File: src/rtl/sobel_frame_ctrl_if.sv
// Purpose : host, source-FIFO and filter-side signals of the sobel frame sequencer.
// Latency : n/a (signal bundle only).
// Backpr. : n/a; src_empty / flt_full carry the stall information.
//
// Ports / signals
//   host  : start, num_frames -> ctrl ; busy, done, frames_done, overrun, timeout <- ctrl
//   src   : src_rd_en <- ctrl ; src_dout, src_empty -> ctrl   (FWFT FIFO read side)
//   flt   : flt_wr_en, flt_din, flt_reset <- ctrl ; flt_full, obs_wr_en -> ctrl
// Modports: master = the frame controller, slave = the surrounding environment.
// DWIDTH and FRAME_CNT_W must match the values given to sobel_frame_ctrl.
interface sobel_frame_ctrl_if #(
   parameter int DWIDTH      = 8,
   parameter int FRAME_CNT_W = 8
);
   // host side
   logic                   start;
   logic [FRAME_CNT_W-1:0] num_frames;
   logic                   busy;
   logic                   done;
   logic [FRAME_CNT_W-1:0] frames_done;
   logic                   overrun;
   logic                   timeout;
   // upstream source FIFO
   logic                   src_rd_en;
   logic [DWIDTH-1:0]      src_dout;
   logic                   src_empty;
   // filter input FIFO, filter reset and observed output strobe
   logic                   flt_wr_en;
   logic [DWIDTH-1:0]      flt_din;
   logic                   flt_full;
   logic                   flt_reset;
   logic                   obs_wr_en;

   modport master (
      input  start, num_frames, src_dout, src_empty, flt_full, obs_wr_en,
      output busy, done, frames_done, overrun, timeout,
             src_rd_en, flt_wr_en, flt_din, flt_reset
   );

   modport slave (
      output start, num_frames, src_dout, src_empty, flt_full, obs_wr_en,
      input  busy, done, frames_done, overrun, timeout,
             src_rd_en, flt_wr_en, flt_din, flt_reset
   );
endinterface

File: src/rtl/sobel_frame_ctrl.sv
// Purpose : sequences the sobel filter over num_frames frames: reset pulse, feed one frame, wait for drain.
// Latency : source->filter pass-through is combinational (0 cycles); start -> first feed = CLEAR_CYCLES+1.
// Backpr. : a transfer needs !src_empty && !flt_full; either one simply stalls the feed.
//
// Ports
//   clock, reset : single rising-edge clock, synchronous active-high reset
//   bus          : sobel_frame_ctrl_if.master (host control/status, source FIFO, filter FIFO side)
// Optional feature
//   SOBEL_FRAME_CTRL_TIMEOUT_EN : when defined, a drain watchdog of TIMEOUT_CYCLES cycles aborts the
//   run and raises the sticky timeout flag; when undefined timeout is tied low and no counter exists.
module sobel_frame_ctrl #(
   parameter int DWIDTH         = 8,
   parameter int IMG_WIDTH      = 720,
   parameter int IMG_HEIGHT     = 540,
   parameter int FRAME_CNT_W    = 8,
   parameter int CLEAR_CYCLES   = 4,
   parameter int TIMEOUT_CYCLES = 65535
) (
   input  logic               clock,
   input  logic               reset,
   sobel_frame_ctrl_if.master bus
);

   localparam int PIX   = IMG_WIDTH * IMG_HEIGHT;
   localparam int CNT_W = $clog2(PIX + 1);
   localparam int CLR_W = (CLEAR_CYCLES > 1) ? $clog2(CLEAR_CYCLES) : 1;

   localparam logic [CNT_W-1:0]       PIX_C    = CNT_W'(PIX);
   localparam logic [CNT_W-1:0]       PIX_M1   = CNT_W'(PIX - 1);
   localparam logic [CNT_W-1:0]       CNT_ONE  = CNT_W'(1);
   localparam logic [CLR_W-1:0]       CLR_LAST = CLR_W'(CLEAR_CYCLES - 1);
   localparam logic [CLR_W-1:0]       CLR_ONE  = CLR_W'(1);
   localparam logic [FRAME_CNT_W-1:0] FRM_ONE  = FRAME_CNT_W'(1);

   typedef enum logic [2:0] {
      ST_IDLE  = 3'd0,
      ST_CLEAR = 3'd1,
      ST_FEED  = 3'd2,
      ST_DRAIN = 3'd3,
      ST_DONE  = 3'd4
   } state_t;

   state_t                 state_q, state_d;
   logic [CLR_W-1:0]       clr_cnt_q;
   logic [CNT_W-1:0]       in_cnt_q;
   logic [CNT_W-1:0]       out_cnt_q;
   logic [FRAME_CNT_W-1:0] frames_done_q;
   logic [FRAME_CNT_W-1:0] num_lat_q;
   logic [FRAME_CNT_W-1:0] frames_inc;
   logic                   overrun_q;

   logic start_ok;      // start that is actually accepted when idle
   logic xfer;          // one pixel moves source -> filter this cycle
   logic in_last;       // this transfer completes the frame's input side
   logic out_full;      // all PIX outputs of the frame have been observed
   logic last_frame;    // the frame now finishing is the final one of the run
   logic obs_counted;   // obs_wr_en falls inside the expected output window
   logic wd_expire;     // drain watchdog fires this cycle

   assign start_ok    = bus.start && (bus.num_frames != '0);
   assign xfer        = (state_q == ST_FEED) && !bus.src_empty && !bus.flt_full && (in_cnt_q < PIX_C);
   assign in_last     = xfer && (in_cnt_q == PIX_M1);
   assign out_full    = (out_cnt_q == PIX_C);
   assign frames_inc  = frames_done_q + FRM_ONE;
   assign last_frame  = (frames_inc == num_lat_q);
   assign obs_counted = ((state_q == ST_FEED) || (state_q == ST_DRAIN)) && !out_full;

   // ------------------------------------------------------------------
   // FSM: state register
   // ------------------------------------------------------------------
   always_ff @(posedge clock) begin
      if (reset) begin
         state_q <= ST_IDLE;
      end else begin
         state_q <= state_d;
      end
   end

   // ------------------------------------------------------------------
   // FSM: next-state logic
   // ------------------------------------------------------------------
   always_comb begin
      state_d = state_q;
      case (state_q)
         ST_IDLE: begin
            if (start_ok) state_d = ST_CLEAR;
         end
         ST_CLEAR: begin
            if (clr_cnt_q == CLR_LAST) state_d = ST_FEED;
         end
         ST_FEED: begin
            if (in_last) state_d = ST_DRAIN;
         end
         ST_DRAIN: begin
            // A completed frame wins over a watchdog expiring in the same cycle.
            if (out_full) begin
               state_d = last_frame ? ST_DONE : ST_CLEAR;
            end else if (wd_expire) begin
               state_d = ST_DONE;
            end
         end
         ST_DONE: begin
            state_d = ST_IDLE;
         end
         default: begin
            state_d = ST_IDLE;
         end
      endcase
   end

   // ------------------------------------------------------------------
   // FSM: outputs (pure decode of the current state plus the FEED pass-through)
   // ------------------------------------------------------------------
   always_comb begin
      bus.busy      = (state_q != ST_IDLE);
      bus.done      = 1'b0;
      bus.flt_reset = 1'b0;
      bus.src_rd_en = 1'b0;
      bus.flt_wr_en = 1'b0;
      bus.flt_din   = '0;
      case (state_q)
         ST_CLEAR: begin
            bus.flt_reset = 1'b1;
         end
         ST_FEED: begin
            bus.src_rd_en = xfer;
            bus.flt_wr_en = xfer;
            bus.flt_din   = bus.src_dout;
         end
         ST_DONE: begin
            bus.done = 1'b1;
         end
         default: begin
         end
      endcase
   end

   // ------------------------------------------------------------------
   // Counters and host status
   // ------------------------------------------------------------------
   always_ff @(posedge clock) begin
      if (reset) begin
         clr_cnt_q     <= '0;
         in_cnt_q      <= '0;
         out_cnt_q     <= '0;
         frames_done_q <= '0;
         num_lat_q     <= '0;
         overrun_q     <= 1'b0;
      end else begin
         // Reset-pulse length counter only runs while in CLEAR.
         if (state_q == ST_CLEAR) begin
            clr_cnt_q <= clr_cnt_q + CLR_ONE;
         end else begin
            clr_cnt_q <= '0;
         end

         // Both pixel counters restart in CLEAR, so each frame starts from zero.
         if (state_q == ST_CLEAR) begin
            in_cnt_q <= '0;
         end else if (xfer) begin
            in_cnt_q <= in_cnt_q + CNT_ONE;
         end

         if (state_q == ST_CLEAR) begin
            out_cnt_q <= '0;
         end else if (bus.obs_wr_en && obs_counted) begin
            out_cnt_q <= out_cnt_q + CNT_ONE;
         end

         if ((state_q == ST_IDLE) && start_ok) begin
            num_lat_q     <= bus.num_frames;
            frames_done_q <= '0;
         end else if ((state_q == ST_DRAIN) && out_full) begin
            frames_done_q <= frames_inc;
         end

         // Sticky until the next accepted start; a stray write on the
         // accepting cycle itself still counts as an overrun.
         if (bus.obs_wr_en && !obs_counted) begin
            overrun_q <= 1'b1;
         end else if ((state_q == ST_IDLE) && start_ok) begin
            overrun_q <= 1'b0;
         end
      end
   end

   assign bus.frames_done = frames_done_q;
   assign bus.overrun     = overrun_q;

   // ------------------------------------------------------------------
   // Drain watchdog
   // ------------------------------------------------------------------
`ifdef SOBEL_FRAME_CTRL_TIMEOUT_EN
   localparam int                WD_W    = $clog2(TIMEOUT_CYCLES + 1);
   localparam logic [WD_W-1:0]   WD_LAST = WD_W'(TIMEOUT_CYCLES - 1);
   localparam logic [WD_W-1:0]   WD_ONE  = WD_W'(1);

   logic [WD_W-1:0] wd_cnt_q;
   logic            timeout_q;

   // Held at zero outside DRAIN, so DRAIN always starts counting from zero;
   // every observed output write restarts the count.
   always_ff @(posedge clock) begin
      if (reset) begin
         wd_cnt_q <= '0;
      end else if ((state_q == ST_DRAIN) && !bus.obs_wr_en) begin
         wd_cnt_q <= wd_cnt_q + WD_ONE;
      end else begin
         wd_cnt_q <= '0;
      end
   end

   // The cycle seeing TIMEOUT_CYCLES-1 is the one that makes the count reach the limit.
   assign wd_expire = (state_q == ST_DRAIN) && !bus.obs_wr_en && !out_full && (wd_cnt_q == WD_LAST);

   always_ff @(posedge clock) begin
      if (reset) begin
         timeout_q <= 1'b0;
      end else if ((state_q == ST_IDLE) && start_ok) begin
         timeout_q <= 1'b0;
      end else if (wd_expire) begin
         timeout_q <= 1'b1;
      end
   end

   assign bus.timeout = timeout_q;
`else
   logic [31:0] unused_timeout_cfg;

   assign unused_timeout_cfg = 32'(TIMEOUT_CYCLES);
   assign wd_expire          = 1'b0;
   assign bus.timeout        = 1'b0;
`endif

endmodule

File: src/flat_wrapper.sv
// flat-port wrapper written by rule: the top's interface ports become plain ports
module sobel_frame_ctrl_flat 
#(
   parameter int DWIDTH         = 8,
   parameter int IMG_WIDTH      = 720,
   parameter int IMG_HEIGHT     = 540,
   parameter int FRAME_CNT_W    = 8,
   parameter int CLEAR_CYCLES   = 4,
   parameter int TIMEOUT_CYCLES = 65535
)
  (clock, reset, bus_start, bus_num_frames, bus_src_dout, bus_src_empty, bus_flt_full, bus_obs_wr_en, bus_busy, bus_done, bus_frames_done, bus_overrun, bus_timeout, bus_src_rd_en, bus_flt_wr_en, bus_flt_din, bus_flt_reset);
  sobel_frame_ctrl_if #(.DWIDTH(DWIDTH), .FRAME_CNT_W(FRAME_CNT_W)) bus_i ();
  input  logic clock;
  input  logic reset;
  input wire logic [$bits(bus_i.start)-1:0] bus_start;
  input wire logic [$bits(bus_i.num_frames)-1:0] bus_num_frames;
  input wire logic [$bits(bus_i.src_dout)-1:0] bus_src_dout;
  input wire logic [$bits(bus_i.src_empty)-1:0] bus_src_empty;
  input wire logic [$bits(bus_i.flt_full)-1:0] bus_flt_full;
  input wire logic [$bits(bus_i.obs_wr_en)-1:0] bus_obs_wr_en;
  output wire logic [$bits(bus_i.busy)-1:0] bus_busy;
  output wire logic [$bits(bus_i.done)-1:0] bus_done;
  output wire logic [$bits(bus_i.frames_done)-1:0] bus_frames_done;
  output wire logic [$bits(bus_i.overrun)-1:0] bus_overrun;
  output wire logic [$bits(bus_i.timeout)-1:0] bus_timeout;
  output wire logic [$bits(bus_i.src_rd_en)-1:0] bus_src_rd_en;
  output wire logic [$bits(bus_i.flt_wr_en)-1:0] bus_flt_wr_en;
  output wire logic [$bits(bus_i.flt_din)-1:0] bus_flt_din;
  output wire logic [$bits(bus_i.flt_reset)-1:0] bus_flt_reset;
  assign bus_i.start = bus_start;
  assign bus_i.num_frames = bus_num_frames;
  assign bus_i.src_dout = bus_src_dout;
  assign bus_i.src_empty = bus_src_empty;
  assign bus_i.flt_full = bus_flt_full;
  assign bus_i.obs_wr_en = bus_obs_wr_en;
  assign bus_busy = bus_i.busy;
  assign bus_done = bus_i.done;
  assign bus_frames_done = bus_i.frames_done;
  assign bus_overrun = bus_i.overrun;
  assign bus_timeout = bus_i.timeout;
  assign bus_src_rd_en = bus_i.src_rd_en;
  assign bus_flt_wr_en = bus_i.flt_wr_en;
  assign bus_flt_din = bus_i.flt_din;
  assign bus_flt_reset = bus_i.flt_reset;
  sobel_frame_ctrl #(.DWIDTH(DWIDTH), .IMG_WIDTH(IMG_WIDTH), .IMG_HEIGHT(IMG_HEIGHT), .FRAME_CNT_W(FRAME_CNT_W), .CLEAR_CYCLES(CLEAR_CYCLES), .TIMEOUT_CYCLES(TIMEOUT_CYCLES)) u_core (.clock(clock), .reset(reset), .bus(bus_i));
endmodule
File: config.mk
export PLATFORM = sky130hd
export DESIGN_NAME = sobel_frame_ctrl_flat
export DESIGN_NICKNAME = d
export VERILOG_FILES = /design/src/rtl/sobel_frame_ctrl_if.sv /design/src/rtl/sobel_frame_ctrl.sv /design/src/flat_wrapper.sv
export SDC_FILE = /design/constraint.sdc
export NUM_CORES = 1
export LEC_CHECK = 0
export ABC_AREA = 1
export CORE_ASPECT_RATIO = 0.5
export CORE_UTILIZATION = 41
export DETAILED_ROUTE_END_ITERATION = 16
export GPL_TIMING_DRIVEN = 0
export PLACE_DENSITY_LB_ADDON = 0.08
export SYNTH_ARGS = -nofsm -noshare
export SYNTH_HDL_FRONTEND = slang
export SYNTH_SLANG_ARGS = --single-unit
File: constraint.sdc
create_clock -name clock -period 2.3 [get_ports clock]
set_input_delay 0.46 -clock clock [delete_from_list [all_inputs] [get_ports clock]]
set_output_delay 0.46 -clock clock [all_outputs]
set_load 0.02 [all_outputs]
==> results.env <==
TOTAL_ITERATIONS_OF_THE_FIRST_DETAILED_ROUTING_RUN=4
CLK_LATENCY_NS=0.32
POST_SYNTH_FA_HA_MAJ_AREA_FRACTION_PCT=1.82
GRT_START_MAX_NET_PINS=12
POST_LAYOUT_INSTANCE_AREA_SQ_UM=4310
SYNTH.MUX.AREA_FRACTION_PCT=0
WORSTPATHBUFFERINVERTERCOUNT=3
GRT_SETUP_UNREPAIRED='false'
CRITPATHMAXSTAGEDELAY_NS=0.42
FINAL_COMMON_CELL='nand2_1'
WORSTPATHMAXFANOUT=5
SYN_AREA_PER_CELL_SQ_UM=6.62
FIRST_GLOBAL_VIAS=3037
SETUP_VIOL_COUNT_FINAL=0
HOLDBUFCOUNTCTS=0
DETAIL_ROUTE.WIRELENGTH.MET1_UM=4180
HOLD_VIOLATIONS=0
DETAILED_PLACE.AREA_SQ_UM=4020
PLACE.PORT_BUFFERS=43
WIRELENGTH_UM=8300
TIMING.CRITICAL_PATH.SLOWEST_STAGE_CELL='clkdlybuf4s50_1'
TOP_LEVEL_PINS=45
CTS_TREE='done'
DRT_ITER0_DRC=145
FIN_CRIT_NS=2.20
DR_WL_MET2_UM=3660
TIMING.HOLD.WORST.START='u_core.clr_cnt_q[0]'
SYNTH_COMPOUND_GATE_AREA_SHARE_PCT=14.6
F_MAX_MHz=455
DIE_AREA_SQ_UM=8790
CLOCK_BUFFERS_CREATED_BY_TRITONCTS=9
CP-START-KIND='primary input'
HTREEDEPTH=3
NETSWITCHINGFRACTION_PCT=32.3
MET3WIRELENGTH_UM=381
ROUTE.DETAILED.WL_PER_INST_UM=12.0
FRACTION_OF_FINAL_LAYOUT_CELLS_SIZED_BEYOND_DRIVE_STRENGTH_1_PCT=8.93
POST-PLACE-WS_NS=-0.540
WORSTHOLDPATHTYPE='reg -> reg'
POST-SYNTH-TOP-AREA-CELL='dfxtp_1'
SYNTHCELLS=520
ANT_NETS=0
PATH_CELLS='clkdlybuf4s50_1 -> nor2_2 -> nand3_2 -> a21oi_4 -> buf_6 -> clkdlybuf4s15_1'
P_PER_AREA_nW_PER_UM2=759
P_LEAK_nW=1.71
SYNTH.TOP_CELLS.BY_AREA='dfxtp_1 (35%), nand2_1 (12%), inv_1 (7.6%)'
NETLIST.AREA_LEADER.SHARE_PCT=34.9
POWER_FRAC_CLOCK_PCT=37.3
MAPPED_CELL_AREA_SQ_UM=3440
STATUS='finished clean'
TIMING.FINAL.CRIT_SHARE_PCT=95.6
SYNTH_XOR_XNOR_AREA_SHARE_PCT=3.31
FINAL_NET_COUNT=605
HIGHEST_COUNT_CELLS_IN_THE_LAYOUT_IGNORING_FILL_AND_TAPS='nand2_1 (113), inv_1 (70), dfxtp_1 (59)'
UPPERMOST_SIGNAL_ROUTING_LAYER_AFTER_DETAILED_ROUTING='met4'
TIMING.MAX_SLEW.REL_SLACK_PCT=64.0
GP_ROUTABILITY_CONGESTION=0.879
DRT_DRC_VIOLATIONS_LEFT=0
ANTENNA_VIOLATIONS_BEFORE_REPAIR=0
FINAL.SETUP.WORST_SLACK_NS=0.102
END_KIND='output pin'
POWER_REPORT.INTERNAL_TOTAL_mW=2.21
GRT.TOTAL_USAGE_PCT=20.0
WORSTMARGINPINSLEW_NS=0.540
VIAS_PER_CELL=4.83
CTS_BUFFER_DEPTH=2
COMB_POWER_SHARE_PCT=26.6
CLOCKROOTBUFFER='clkbuf_16'
LAYOUT.CORE_UTILIZATION_PCT=53.5
OVERFLOW=0
YOSYS.CELL_TYPES.COUNT=41
SYNTHESIS.NETS=547
SYNTH_SEQ_CELLS=60
LARGEST_FAMILY_OF_LOGIC_CELLS_BY_SYNTHESIZED_AREA='simple AND/OR/NAND/NOR gates'
INITIAL_UTILIZATION_PCT=42.7
ANTENNADIODECOUNT=0
WORST-SETUP-PATH-TYPE='in -> out'
CLKSLEWWORSTSETUPHOLDPATHS_NS=0.05
DP_HPWL_UM=6140
DIE_Y_UM=66.8
MAX-VDD-IR-DROP_V=0.000395
TIMING.CRITICAL_PATH.ARRIVAL_NS=1.74
DIE-WIDTH_UM=132
YS_SEQ_AREA_SHARE_PCT=34.9
STARTPOINT='bus_flt_full'
AREA.GROWTH.SYNTH_TO_FINAL_PCT=25.1
ROWS=23
NETSWITCHINGPOWER_mW=1.06
CORE-AREA_SQ_UM=8060
FINAL_MAX_SLEW_VIOL_COUNT=0
FIRST_PASS_GRT_WIRE_LENGTH_UM=13800
POWER.SHARE.SEQUENTIAL_PCT=36.1
TIMING.CRITICAL_PATH.MAX_DELAY_FAMILY='buffers and inverters'
TIMING.CRITICAL_PATH.REQUIRED_NS=1.84
ROUTED-VIA-COUNT=3351
FINCLKSKEW_NS=0.00625
MAX_CAP_VIOLATIONS=0
CTS.SINK_COUNT=60
SYNTH_SIMPLE_GATE_AREA_SHARE_PCT=35.2
RR_STARTPOINT='u_core.out_cnt_q[0]'
YOSYSWARNINGS=0
==> repair_timing <==
item                                    4_1_cts  5_1_grt
gates cloned                                  0        1
endpoints found under the setup margin       10        2
pin swaps                                     0        1
buffers inserted                              1        2
resized for setup                            15        4
==> final cells by class <==
type	count	area [sq um]
well taps	112	140
clock buffers	13	260
clock inverters	2	10.0
plain buffers	11	65.1
fillers	815	3750
multi-input cells	373	1900
repair buffers	47	443
flip-flops and latches	60	1200
inverters	76	287
==> cells in the mapped netlist (all sizes together) <==
cell type	n
a211oi	2
a21boi	1
a21oi	47
a31oi	4
a32o	1
and2	1
and3	1
buf	7
clkbuf	4
clkinv	1
conb	1
dfxtp	60
ha	5
inv	75
nand2	115
nand3	38
nand3b	1
nand4	12
nor2	64
nor3	20
nor3b	4
nor4	5
o21a	3
o21ai	33
o21bai	1
or2	1
xnor2	5
xor2	8
==> registers in the layout, summed over array words and instances, names as in the netlist <==
signal	cells
u_core.num_lat_q	8
u_core.clr_cnt_q	2
u_core.bus.overrun	1
u_core.state_q	3
u_core.bus.frames_done	8
u_core.in_cnt_q	19
u_core.out_cnt_q	19
==> worst register-to-register path, cell delays in order (launching register included) <==
cell     delay, ns
dfxtp_1       0.42
inv_1         0.12
ha_1          0.22
nor3b_1       0.13
nand3_1       0.09
nor2_2        0.06
inv_2         0.09
nand3_2       0.19
inv_2         0.19
buf_2         0.24
nand2_1       0.07
a21oi_1       0.14
==> final timing paths <==
path                                       endpoint  slack [ns]  cells after the start
worst max-delay path                  bus_flt_wr_en        0.10                      6
worst min-delay path            u_core.clr_cnt_q[0]        0.43                      1
worst max register to register  u_core.out_cnt_q[8]        0.28                     11
worst min register to register  u_core.clr_cnt_q[0]        0.43                      1
==> layer usage <==
layer | up-vias | GRT usage (%)
li1 | 1810 | -
met1 | 1484 | 25.8
met2 | 51 | 32.4
met3 | 6 | 5.78
met4 | 0 | 6.25
met5 | - | 0
==> per-stage QoR <==
stage	hold slack [ns]	total power, mW	setup TNS, ns	cells
4_1_cts	0.439	3.30	0	691
5_1_grt	0.449	3.46	0	694
3_5_place_dp	0.428	2.08	-1.09	675
6_report	0.434	3.27	0	694
2_1_floorplan	0.405	1.76	0	520
3_3_place_gp	0.427	2.08	-1.22	675
==> kinds of logic after synthesis <==
logic type / count (synthesis)
AOI/OAI and AO/OA: 92
xor gates and xnor gates: 13
adders and majority gates: 5
buffers and inverters: 87
DFF: 60
other: 1
and+or+nand+nor: 262
==> power groups by stage <==
stage / registers, mW / logic [mW] / clock network (mW)
final: 1.18 / 0.868 / 1.22
after global routing: 1.19 / 0.970 / 1.30
after CTS: 1.18 / 0.866 / 1.25
after detailed placement: 1.20 / 0.878 / 0
after global placement: 1.20 / 0.876 / 0
after floorplan: 1.19 / 0.568 / 0
No activity file was read; power rests on OpenSTA's default activity.
